$ cat src/rtl/uart_pkg.sv
// Shared UART constants and FIFO index types.
package uart_pkg;

  localparam int UART_DATA_W = 8;
  localparam int FIFO_ADDR_W = 4;

  // Pointer into the receive FIFO and a fill level that can reach DEPTH.
  typedef logic [FIFO_ADDR_W-1:0] fifo_ptr_t;
  typedef logic [FIFO_ADDR_W:0]   fifo_cnt_t;

endpackage

$ cat src/rtl/fifo_ram_module.sv
// Simple dual-port RAM, DEPTH x DATA_W.
// Synchronous write; the read port registers the addressed word only when
// re is high, so rd_data holds the last popped word between reads.
module fifo_ram_module #(
  parameter int ADDR_W = 4,
  parameter int DATA_W = 8
) (
  input  logic              CLK,
  input  logic              RST_n,
  input  logic              we,
  input  logic [ADDR_W-1:0] wr_addr,
  input  logic [DATA_W-1:0] wr_data,
  input  logic              re,
  input  logic [ADDR_W-1:0] rd_addr,
  output logic [DATA_W-1:0] rd_data
);

  localparam int DEPTH = 1 << ADDR_W;

  logic [DATA_W-1:0] mem [DEPTH];

  // Storage array: written on an accepted write, never reset.
  always_ff @(posedge CLK) begin
    if (we) mem[wr_addr] <= wr_data;
  end

  // Output register: read-before-write, so a same-address write/read pair
  // returns the old word.
  always_ff @(posedge CLK or negedge RST_n) begin
    if (!RST_n)  rd_data <= '0;
    else if (re) rd_data <= mem[rd_addr];
  end

endmodule

$ cat src/rtl/rx_fifo_module.sv
// Receive buffer behind the UART receive controller.
// Optional feature macro: RX_FIFO_ALMOST_FULL_EN adds a registered
// Almost_Full output (Count >= AF_LEVEL).
//
// Read handshake: the consumer raises Rd_Req for one CLK per byte; the
// request is taken only while Empty is low. A taken request pulses Rd_Valid
// on the following CLK with the byte on Rd_Data. Requests made while Empty
// are dropped and leave Rd_Data unchanged.
module rx_fifo_module
  import uart_pkg::*;
#(
  parameter int ADDR_W = FIFO_ADDR_W,
  parameter int DATA_W = UART_DATA_W
`ifdef RX_FIFO_ALMOST_FULL_EN
  ,
  parameter int AF_LEVEL = 12
`endif
) (
  input  logic              CLK,
  input  logic              RST_n,
  input  logic              Rx_Done_Sig,
  input  logic [DATA_W-1:0] Rx_Data,
  output logic              Rx_En_Sig,
  input  logic              Rd_Req,
  output logic [DATA_W-1:0] Rd_Data,
  output logic              Rd_Valid,
  output logic              Empty,
  output logic              Full,
  output logic [ADDR_W:0]   Count,
  input  logic              Ovf_Clr,
  output logic              Overflow_Sig
`ifdef RX_FIFO_ALMOST_FULL_EN
  ,
  output logic              Almost_Full
`endif
);

  localparam logic [ADDR_W:0] DEPTH_CNT = {1'b1, {ADDR_W{1'b0}}};

  logic              done_q;
  logic              we;
  logic              re;
  logic              wr_accept;
  logic              ovf_set;
  logic [ADDR_W-1:0] wr_ptr;
  logic [ADDR_W-1:0] rd_ptr;
  logic [ADDR_W:0]   count_next;

  // Strobes: one write per Rx_Done_Sig rising edge; a full FIFO still
  // accepts the write when a read frees a slot in the same CLK.
  always_comb begin
    we         = Rx_Done_Sig & ~done_q;
    re         = Rd_Req & ~Empty;
    wr_accept  = we & (~Full | re);
    ovf_set    = we & Full & ~re;
    count_next = Count;
    case ({wr_accept, re})
      2'b10:   count_next = Count + (ADDR_W+1)'(1);
      2'b01:   count_next = Count - (ADDR_W+1)'(1);
      default: count_next = Count;
    endcase
  end

  // Receiver enable comes up one CLK after reset release and stays up;
  // the previous Rx_Done_Sig is kept for edge detection.
  always_ff @(posedge CLK or negedge RST_n) begin
    if (!RST_n) begin
      Rx_En_Sig <= 1'b0;
      done_q    <= 1'b0;
    end else begin
      Rx_En_Sig <= 1'b1;
      done_q    <= Rx_Done_Sig;
    end
  end

  // Circular pointers, wrapping naturally at DEPTH.
  always_ff @(posedge CLK or negedge RST_n) begin
    if (!RST_n) begin
      wr_ptr <= '0;
      rd_ptr <= '0;
    end else begin
      if (wr_accept) wr_ptr <= wr_ptr + ADDR_W'(1);
      if (re)        rd_ptr <= rd_ptr + ADDR_W'(1);
    end
  end

  // Fill level and flags, all derived from the same next count.
  always_ff @(posedge CLK or negedge RST_n) begin
    if (!RST_n) begin
      Count <= '0;
      Empty <= 1'b1;
      Full  <= 1'b0;
    end else begin
      Count <= count_next;
      Empty <= (count_next == '0);
      Full  <= (count_next == DEPTH_CNT);
    end
  end

  // Sticky overflow; a new drop beats a clear in the same CLK.
  always_ff @(posedge CLK or negedge RST_n) begin
    if (!RST_n)       Overflow_Sig <= 1'b0;
    else if (ovf_set) Overflow_Sig <= 1'b1;
    else if (Ovf_Clr) Overflow_Sig <= 1'b0;
  end

  // Read data qualifier, one CLK behind the accepted request.
  always_ff @(posedge CLK or negedge RST_n) begin
    if (!RST_n) Rd_Valid <= 1'b0;
    else        Rd_Valid <= re;
  end

`ifdef RX_FIFO_ALMOST_FULL_EN
  // Almost-full flag tracks the registered Count.
  always_ff @(posedge CLK or negedge RST_n) begin
    if (!RST_n) Almost_Full <= 1'b0;
    else        Almost_Full <= (count_next >= (ADDR_W+1)'(AF_LEVEL));
  end
`endif

  fifo_ram_module #(
    .ADDR_W (ADDR_W),
    .DATA_W (DATA_W)
  ) u_ram (
    .CLK     (CLK),
    .RST_n   (RST_n),
    .we      (wr_accept),
    .wr_addr (wr_ptr),
    .wr_data (Rx_Data),
    .re      (re),
    .rd_addr (rd_ptr),
    .rd_data (Rd_Data)
  );

endmodule

$ cat config.mk
export PLATFORM = sky130hd
export DESIGN_NAME = rx_fifo_module
export DESIGN_NICKNAME = d
export VERILOG_FILES = /design/src/rtl/uart_pkg.sv /design/src/rtl/fifo_ram_module.sv /design/src/rtl/rx_fifo_module.sv
export SDC_FILE = /design/constraint.sdc
export NUM_CORES = 1
export LEC_CHECK = 0
export ABC_AREA = 1
export CAP_MARGIN = 10
export CORE_ASPECT_RATIO = 1.75
export CORE_MARGIN = 1.5
export CORE_UTILIZATION = 50
export CTS_BUF_LIST = sky130_fd_sc_hd__clkbuf_4
export CTS_CLUSTER_SIZE = 16
export DETAILED_ROUTE_END_ITERATION = 7
export GPL_TIMING_DRIVEN = 0
export PLACE_DENSITY_LB_ADDON = 0.25
export SYNTH_ARGS = -nofsm -noshare
export SYNTH_HDL_FRONTEND = slang
export SYNTH_SLANG_ARGS = --single-unit
export TNS_END_PERCENT = 30
$ cat constraint.sdc
create_clock -name CLK -period 5.8 [get_ports CLK]
set_input_delay 1.16 -clock CLK [delete_from_list [all_inputs] [get_ports CLK]]
set_output_delay 1.16 -clock CLK [all_outputs]
set_load 0.005 [all_outputs]
==> qor.yml <==
status: "finished clean"
clock-root-buffer: "clkbuf_4"
min_path_cells: 1
synth_area_sq_um: 6410
row_count: 54
insertion_delay_ps: 550
grt_pass1_vias: 4364
grt.total_usage_pct: 23.1
cts_resized: 0
hold_buffers: 0
cp.arrival_ps: 3720
core-area_sq_um: 12500
fin_crit_ps: 3240
slew-limit-headroom_pct: 38.0
wirelength_mm: 14.4
drt_drc_violations_left: 0
worstPathRequired_ps: 6280
grt_first_pass_wirelength_mm: 22.6
yosys_register_bits: 155
die_x_um: 88.6
avgSynthCellArea_sq_um: 11.6
drive_above_1_share_pct: 9.55
wl_per_cell_um: 18.3
worst_hold_path.endpoint: "Overflow_Sig"
fin_skew_ps: 14.6
maxSlewViolCount: 0
syn_inst: 555
gp_congestion: 0.899
hpwlAfterDp_mm: 10.3
via_per_inst: 5.40
timing.setup.tns_ps: 0
power_density_nw_per_um2: 465
final_cell_mix: "133 x nand2_1, 128 x edfxtp_1, 71 x nor2_1"
crit_path_end_kind: "register"
drt-initial-drc-count: 281
period_share_pct: 55.9
io_pins: 31
final_common_cell: "nand2_1"
cts_tree: "built"
hold_viol: 0
fmax_ghz: 0.308
clock_path_buffers: 2
rrSetupSlack_ps: 3150
grt_max_degree: 17
cts.sinks: 155
fp.dieArea_sq_um: 13500
ant_nets: 0
die_h_um: 153
setup_viol: 0
syn_nets: 576
reg2regPathDepth: 15
critical_path_class: "in -> reg"
cp-start-kind: "input port"
ir_drop_mv: 0.265
num-fill-cells: 1033
post_synth_num_cell_types: 30
numPortBuffers: 30
grt-ovfl-total: 0
clk_pin_slew_ps: 110
hold_class: "reg -> reg"
area_growth_pct: 13.0
antenna_found_initial: 1
rsz0062_at_grt: "no"
yosys_warnings: 0
r2r-end: "Empty"
worstHoldStart: "done_q"
hold_slack_ps: 479
cts_setup_buffers: 0
cp_max_fo: 10
max-cap-violations: 0
numCtsBuffers: 17
tightest_slew_ps: 926
final_nets: 626
first_pass_iters: 4
vias: 4250
power.leakage_nw: 2.76
worstReg2RegStart: "Empty"
cts_max_level: 4
initial_utilization_pct: 51.3
seq_area_frac_synth_pct: 70.5
## state kept, by name (all words and copies together), names as in the netlist
name / count
wr_ptr: 4
u_ram.mem: 128
done_q: 1
u_ram.rd_data: 8
Rx_En_Sig: 1
Overflow_Sig: 1
rd_ptr: 4
Count: 5
Empty: 1
Rd_Valid: 1
Full: 1
## worst max-delay path, cell delays in order
cell             delay (ps)
clkdlybuf4s50_1         460
inv_1                    60
nor2_4                  150
inv_2                   140
nand2_1                 120
nand2_2                 120
ha_1                    280
nand2_1                  90
inv_1                    60
nor2_1                  120
ha_1                    250
nand2_1                  80
nand2_2                  50
or2_0                   230
nor2_1                  110
nand3_1                 120
nor2_1                  130
## worst max path at each step
| stage | end | slack, ps | depth (start not counted) | from |
|---|---|---|---|---|
| floorplan | Full | 2870 | 16 | Rd_Req |
| global placement | Empty | 2030 | 17 | Rd_Req |
| detailed placement | Empty | 1970 | 17 | Rd_Req |
| CTS | Empty | 2560 | 17 | Rd_Req |
| global route | Empty | 2280 | 17 | Rd_Req |
| finish | Empty | 2560 | 17 | Rd_Req |
## report_power, final
part           internal, W  switching, W  total, W
clock             0.000312      0.000356  0.000668
combinational     0.000455      0.000833   0.00129
sequential         0.00134     0.0000772   0.00142
total              0.00211       0.00127   0.00337
## routing by layer
metal	vias up	global-route usage, %	wire (um)
li1	2009	-	-
met1	2048	23.3	5040
met2	153	42.2	7990
met3	40	4.70	564
met4	0	12.7	777
met5	-	0	0
## final cells by class
type,instances,area (sq um),share of cell area [%]
diodes,1,2.50,0.0345
plain buffers,22,153,2.10
clock buffers,20,150,2.07
clock inverters,12,146,2.02
inverters,33,126,1.74
multi-input cells,345,1620,22.3
flip-flops and latches,155,4520,62.3
well taps,168,210,2.90
repair buffers,31,328,4.52
## cells in the mapped netlist (all sizes together)
cell / number / area share [%]
dfstp: 1 / 0.41
nand3: 16 / 1.2
nor2: 72 / 4.3
dfrtp: 26 / 10
xor2: 6 / 0.82
or2: 1 / 0.098
xnor2: 1 / 0.14
nand4: 3 / 0.29
inv: 31 / 1.9
ha: 8 / 1.6
o21ai: 51 / 4.0
a21boi: 8 / 0.94
nand2: 136 / 8.1
conb: 1 / 0.058
nor3: 1 / 0.078
o32ai: 1 / 0.14
clkbuf: 1 / 0.058
edfxtp: 128 / 60
clkinv: 2 / 0.12
buf: 21 / 2.3
a21oi: 24 / 1.9
o22ai: 16 / 1.6
## kinds of logic (layout without fill, tap and decap cells)
group,count (synthesis),after routing,share of synthesized area [%]
DFF,155,155,70.5
buffers and inverters,55,118,4.35
adders and majority gates,8,8,1.56
other,1,2,0.0585
xor gates and xnor gates,7,7,0.956
AOI/OAI and AO/OA,100,100,8.48
and+or+nand+nor,229,229,14.1
## per-stage QoR
stage	area (sq um)	setup WS, ps	instances	total power (W)	utilization [%]
2_1_floorplan	6410	2870	555	0.00223	-
3_3_place_gp	6930	2030	753	0.00267	55.4
3_5_place_dp	6950	1970	754	0.00271	55.6
4_1_cts	7250	2560	786	0.00338	58.0
5_1_grt	7250	2280	787	0.00358	58.0
6_report	7250	2560	787	0.00337	58.0
Power figures use the tool's default switching activity.
